$ cat src/rtl/if_id_queue.sv
// IF/ID decoupling queue: in-order circular buffer of {PC+4, instruction} pairs
// between fetch and decode; freezes fetch when full and drops everything on a taken branch.
module if_id_queue #(
  parameter int DEPTH = 2,
  parameter int WIDTH = 32
) (
  input  logic             clk,
  input  logic             rst,
  input  logic             if_valid,
  input  logic [WIDTH-1:0] pc_in,
  input  logic [WIDTH-1:0] instruction_in,
  input  logic             flush,
  input  logic             id_ready,
  output logic             if_stall,
  output logic             valid_out,
  output logic [WIDTH-1:0] pc_out,
  output logic [WIDTH-1:0] instruction_out
);

  localparam int AW = (DEPTH > 1) ? $clog2(DEPTH) : 1;
  localparam int CW = AW + 1;

  logic [WIDTH-1:0] pc_mem_q    [DEPTH];
  logic [WIDTH-1:0] instr_mem_q [DEPTH];

  logic [AW-1:0] head_q, head_d;
  logic [AW-1:0] tail_q, tail_d;
  logic [CW-1:0] count_q, count_d;

  logic full;
  logic empty;
  logic push;
  logic pop;

  assign full  = (count_q == CW'(DEPTH));
  assign empty = (count_q == '0);
  assign push  = if_valid & ~full & ~flush;
  assign pop   = ~empty & id_ready & ~flush;

  always_comb begin
    head_d  = head_q;
    tail_d  = tail_q;
    count_d = count_q;
    if (flush) begin
      head_d  = '0;
      tail_d  = '0;
      count_d = '0;
    end else begin
      if (push) tail_d = tail_q + AW'(1);
      if (pop)  head_d = head_q + AW'(1);
      unique case ({push, pop})
        2'b10:   count_d = count_q + CW'(1);
        2'b01:   count_d = count_q - CW'(1);
        default: count_d = count_q;
      endcase
    end
  end

  always_ff @(posedge clk) begin
    if (!rst) begin
      head_q  <= '0;
      tail_q  <= '0;
      count_q <= '0;
    end else begin
      head_q  <= head_d;
      tail_q  <= tail_d;
      count_q <= count_d;
    end
  end

  // Payload is never cleared; stale entries are hidden by the valid_out mask below.
  always_ff @(posedge clk) begin
    if (rst && push) begin
      pc_mem_q[tail_q]    <= pc_in;
      instr_mem_q[tail_q] <= instruction_in;
    end
  end

  assign if_stall        = full;
  assign valid_out       = ~empty;
  assign pc_out          = valid_out ? pc_mem_q[head_q]    : '0;
  assign instruction_out = valid_out ? instr_mem_q[head_q] : '0;

endmodule

$ cat config.mk
export PLATFORM = sky130hd
export DESIGN_NAME = if_id_queue
export DESIGN_NICKNAME = d
export VERILOG_FILES = /design/src/rtl/if_id_queue.sv
export SDC_FILE = /design/constraint.sdc
export NUM_CORES = 1
export LEC_CHECK = 0
export BUFFER_PORTS_ARGS = -buffer_cell sky130_fd_sc_hd__buf_4
export CAP_MARGIN = 10
export CORE_UTILIZATION = 25
export DETAILED_ROUTE_END_ITERATION = 8
export PLACE_DENSITY = 0.45
export SETUP_SLACK_MARGIN = 0.05
export SLEW_MARGIN = 10
export SYNTH_ARGS = -nofsm -noshare
export SYNTH_HDL_FRONTEND = slang
export SYNTH_SLANG_ARGS = --single-unit
export TNS_END_PERCENT = 20
$ cat constraint.sdc
create_clock -name clk -period 6.55 [get_ports clk]
set_clock_uncertainty 0.05 [all_clocks]
set_input_delay 1.31 -clock clk [delete_from_list [all_inputs] [get_ports clk]]
set_output_delay 1.31 -clock clk [all_outputs]
set_load 0.03 [all_outputs]
==> flow_summary.yaml, run 1 <==
clock_tree:
  root_buffer: "clkbuf_16"
  post_cts_buffers: 0
  cts_max_level: 4
  cts.sinks: 133
  cts_resized: 0
  cts_max_path_buffers: 2
  clk_pin_slew_ns: 0.05
  clock_latency_ns: 0.41
  numCtsBuffers: 17
  tritoncts: "yes"
  cts_hold_buf: 0
synthesis:
  synth_top_area_share_pct: 76.13
  ys_seq_area_share_pct: 78.12
  yosys_warnings: 0
  synthTopCellsByArea: "edfxtp_1, mux2i_1, nor2_1, dfxtp_1, buf_4"
  yosysUniqueCellTypes: 20
  synth_fp_nets: 370
  syn_area_per_cell_sq_um: 16.83
  synth-seq-cells: 133
  synth_area_sq_um: 5049
  syn_inst: 300
  synth_top_cell_by_area: "edfxtp_1"
route:
  ant_nets: 0
  drt-pass1-iter-count: 4
  drt_wl_total_mm: 10.28
  drt_iter0_drc: 95
  num_vias: 2883
  vias_per_cell: 3.993
  drc: 0
  drt-wirelength-per-cell_um: 14.23
global_routing:
  grt_pass1_wl_mm: 15.33
  grtUsageMet3_pct: 3.675
  grt_usage_pct: 10.33
  gr-total-overflow: 0
  grt_max_degree: 65
  grt_use_met1_pct: 11.82
  grt_pass1_vias: 2908
  top_usage_layer: "met2"
  antenna_found_initial: 0
  met2_usage_pct: 17.11
run_status:
  status: "completed"
sta:
  worst_slew_pin_slew_ns: 1.216
  period_minus_slack_ns: 3.561
  fin_crit_sh_pct: 54.36
  hold_viol: 0
  rsz0062_at_grt: "false"
  maxSlewHeadroom_pct: 18.93
  slew_viol_final: 0
  report.final.setup_viol: 0
  fin_tns_setup_ns: 0
  clock.fmax_ghz: 0.2808
power_and_ir_drop:
  combPwrFrac_pct: 5.9
  pwr-share-seq_pct: 49.0
  power.total_uw: 1953
  peakVddDrop_uv: 164.3
  switching_share_pct: 20.51
  p_int_uw: 1553
  p_sw_uw: 400.7
  cellLeakagePower_uw: 0.002464
  power_density_nw_per_um2: 282.3
  clockPowerShare_pct: 45.1
worst_setup_path:
  arrival_ns: 2.20
  crit_required_ns: 5.19
  path_class: "reg2out"
  end_kind: "primary output"
  reg2reg_from: "count_q[0]"
  cp_max_fo: 64
  worstSetupStartpointType: "flip-flop"
min_path:
  hold_class: "reg2reg"
  hold_start: "head_q"
floorplanning:
  rows: 51
  die_h_um: 144.1
  num_io_pins: 135
  die_w_um: 144.1
  core_area_sq_um: 19650
  die-area_sq_um: 20770
  initial_core_util_pct: 25.69
finish:
  layout.nets: 514
  synthToLayoutAreaGrowth_pct: 37.05
  antenna_cells: 0
  fin_area_sq_um: 6919
  seq_area_sq_um: 3948
  multiInputGateArea_sq_um: 1027
  drive_above_1_share_pct: 37.64
  fillers: 1972
placed_design:
  gp_congestion: 0.7195
  port_buffers: 134
  dp_hpwl_mm: 6.419
  placed_cell_area_sq_um: 6361
job:
  maxCapViolCount: 0
-- area by class of cell --
type                       count  share of cell area [%]
sequential                   133                   57.05
clock inverter                 8                   1.103
multi-input combinational    150                   14.85
timing repair buffer         139                   15.08
tap                          265                   4.792
clock buffer                  24                   6.962
inverter                       3                  0.1627
-- critical path: stages, from the launching register on --
cell     delay, ns
dfxtp_4       1.07
mux2i_1       0.29
nor2_1        0.09
buf_4         0.21
-- state kept, by name, indices dropped and copies added, names as in the netlist, named ones only --
register     cells
count_q          2
pc_mem_q        64
head_q           1
tail_q           1
instr_mem_q     64
-- kinds of logic (layout without fill, tap and decap cells) --
group | after synthesis | after routing | share of synthesized area, %
multiplexers | 64 | 64 | 12.69
adder cells (fa/ha/maj) | 1 | 1 | 0.2478
AO/OA/AOI/OAI | 5 | 5 | 0.5453
AND/OR/NAND/NOR | 77 | 77 | 5.998
flip-flops | 133 | 133 | 78.12
buffers and inverters | 17 | 174 | 1.883
XOR/XNOR | 3 | 3 | 0.5205
-- Yosys cell counts --
master,count
a21oi_1,2
o21ai_0,2
a21o_1,1
nor2_1,69
nand3_1,1
clkbuf_1,1
or3_1,1
inv_1,3
nand2_1,1
mux2i_1,64
or2_2,1
buf_4,6
nand2b_1,2
buf_2,7
edfxtp_1,128
ha_1,1
xnor2_1,1
dfxtp_1,5
nor3_1,2
xor2_1,2
-- power groups by stage --
stage	Combinational, uW	Clock [uW]	Sequential, uW
detailed placement	119	0	974
finish	116	881	957
global placement	117	0	974
floorplan	55.4	0	973
global route	126	948	957
CTS	120	908	957
-- metrics by stage --
stage / worst slack, ns / hold WS [ns] / cells / util [%]
after floorplan: 0.04394 / 0.4225 / 300 / -
after global placement: 3.354 / 0.4449 / 690 / 32.37
after detailed placement: 3.348 / 0.4513 / 690 / 32.37
after CTS: 2.887 / 0.4665 / 722 / 35.21
after global routing: 2.775 / 0.4997 / 722 / 35.21
final: 2.989 / 0.4599 / 722 / 35.21
-- routing by layer --
metal | vias up | wire [um]
met3 | 18 | 626
met5 | - | 0
met1 | 1387 | 4213
li1 | 1392 | -
met2 | 86 | 5252
met4 | 0 | 186
-- cells in the final DEF (no fill, tap or decap), drive strengths merged, types with 3 or more instances in the layout --
master    instances
inv               3
edfxtp          128
clkinvlp          3
nor2             69
clkinv            4
dfxtp             5
clkbuf           24
mux2i            64
buf             139
-- worst paths after layout --
path / endpoint / slack [ns] / depth (start not counted)
setup / recovery: pc_out[2] / 2.99 / 3
hold / removal: flip-flop / 0.46 / 2
hold reg to reg: flip-flop / 0.46 / 2
setup reg to reg: instr_mem_q[0][7] / 4.50 / 4
Note: power is estimated with default switching activity, not from simulation.
==> run 2: changes to the inputs <==
ABC_AREA = 1   (was unset)
clock period = 2.95 ns   (was 6.55 ns; I/O delays follow)
==> flow_summary.yaml, run 2 <==
clock_tree:
  cts_hold_buf: 0
  tritoncts: "yes"
  cts_resized: 0
  clk_pin_slew_ns: 0.05
  cts_max_level: 4
  root_buffer: "clkbuf_16"
  post_cts_buffers: 0
  cts.sinks: 133
  numCtsBuffers: 17
  clock_latency_ns: 0.40
  cts_max_path_buffers: 2
global_routing:
  antenna_found_initial: 0
  gr-total-overflow: 0
  grt_pass1_vias: 3495
  grt_usage_pct: 12.18
  grt_max_degree: 65
  grt_pass1_wl_mm: 18.40
power_and_ir_drop:
  power_density_nw_per_um2: 622.2
  power.total_uw: 4300
  peakVddDrop_uv: 351.7
  cellLeakagePower_uw: 0.002673
placed_design:
  port_buffers: 134
  placed_cell_area_sq_um: 6387
  gp_congestion: 0.6650
  dp_hpwl_mm: 7.212
synthesis:
  ys_seq_area_share_pct: 77.58
  synth_top_area_share_pct: 75.61
  synth_ff_type: "edfxtp_1"
  synth_common_cells: "nand2_1, edfxtp_1, a21oi_1, nor2_1, inv_1"
  yosysUniqueCellTypes: 15
  synth_area_sq_um: 5084
  synth_top_cell_by_area: "edfxtp_1"
  yosys_warnings: 0
  synth.most_common_cell: "nand2_1"
  syn_inst: 382
  synthTopCellsByArea: "edfxtp_1, nand2_1, a21oi_1, dfxtp_1, clkbuf_8"
  synth_fp_nets: 452
  synth-seq-cells: 133
  synth_edf_count: 128
  syn_area_per_cell_sq_um: 13.31
  ys_async_sr_fraction_pct: 0
route:
  drt_wl_total_mm: 11.79
  drt-wirelength-per-cell_um: 14.79
  ant_nets: 0
  num_vias: 3290
  drt-pass1-iter-count: 4
  drt_iter0_drc: 171
  vias_per_cell: 4.128
  drc: 0
floorplanning:
  rows: 51
  initial_core_util_pct: 25.78
  core_area_sq_um: 19720
  die_h_um: 144.6
  die-area_sq_um: 20910
  num_io_pins: 135
  die_w_um: 144.6
finish:
  final_util_pct: 35.05
  antenna_cells: 0
  synthToLayoutAreaGrowth_pct: 35.93
  final_common_cell: "buf_4"
  largestRegisters: "instr_mem_q x64, pc_mem_q x64, count_q x2"
  layout.nets: 593
  drive_above_1_share_pct: 32.14
  layout_common_cells: "buf_4, nand2_1, edfxtp_1"
  fin_area_sq_um: 6910
sta:
  fin_crit_sh_pct: 88.76
  slew_viol_final: 0
  worst_slew_pin_slew_ns: 0.7980
  rsz0062_at_grt: "false"
  period_minus_slack_ns: 2.618
  maxSlewHeadroom_pct: 46.80
  clock.fmax_ghz: 0.3819
  report.final.setup_viol: 0
  whs_ns: 0.3208
  hold_viol: 0
worst_setup_path:
  crit_required_ns: 2.31
  path_class: "reg2out"
  worstSetupStartpointType: "flip-flop"
  cp_max_fo: 64
  end_kind: "primary output"
  arrival_ns: 1.98
job:
  maxCapViolCount: 0
run_status:
  status: "completed"
min_path:
  hold_class: "in2reg"
-- run 2: metal layers --
metal	share of wire (%)	global-route usage [%]	vias up
li1	-	-	1614
met1	46	15.21	1574
met2	48	19.64	92
met3	4.5	3.709	10
met4	1.1	4.765	0
met5	0	0	-
-- run 2: kinds of logic (layout without fill, tap and decap cells) --
family | after synthesis | count (layout) | share of synthesized area, %
compound gates | 67 | 67 | 6.596
flops | 133 | 133 | 77.58
buf+inv | 29 | 179 | 4.258
simple gates | 152 | 152 | 11.32
fa+ha+maj | 1 | 1 | 0.2461
-- run 2: worst paths after layout --
path,cells past startpoint,end,startpoint,slack [ns]
setup / recovery,4,instruction_out[24],flip-flop,0.33
setup reg to reg,5,pc_mem_q[1][6],count_q[0],1.10
hold reg to reg,2,head_q,head_q,0.46
hold / removal,1,instr_mem_q[1][20],instruction_in[20],0.32
-- run 2: worst max-delay path, cell delays in order (launching register included) --
cell     delay, ns
dfxtp_2       0.33
buf_4         0.56
nand2_1       0.11
a21oi_1       0.26
buf_4         0.21
-- run 2: layout make-up --
cell class	count	area, sq um
clock inverter	9	90.09
multi-input combinational	220	969.7
timing repair buffer	142	1091
tap	265	331.6
sequential	133	3945
fill	1942	12810
clock buffer	19	432.9
inverter	9	50.05
-- run 2: power breakdown --
group / total, uW / switching [uW] / internal (uW)
Clock: 1910 / 701 / 1210
Combinational: 272 / 160 / 113
Sequential: 2120 / 8.92 / 2110
Total: 4300 / 869 / 3430
-- run 2: metrics by stage --
step / TNS, ns / setup WS [ns] / instances
CTS: 0 / 0.3280 / 797
global route: 0 / 0.1586 / 797
finish: 0 / 0.3316 / 797
detailed placement: 0 / 0.7767 / 769
floorplan: -27.85 / -0.3479 / 382
global placement: 0 / 0.7999 / 769
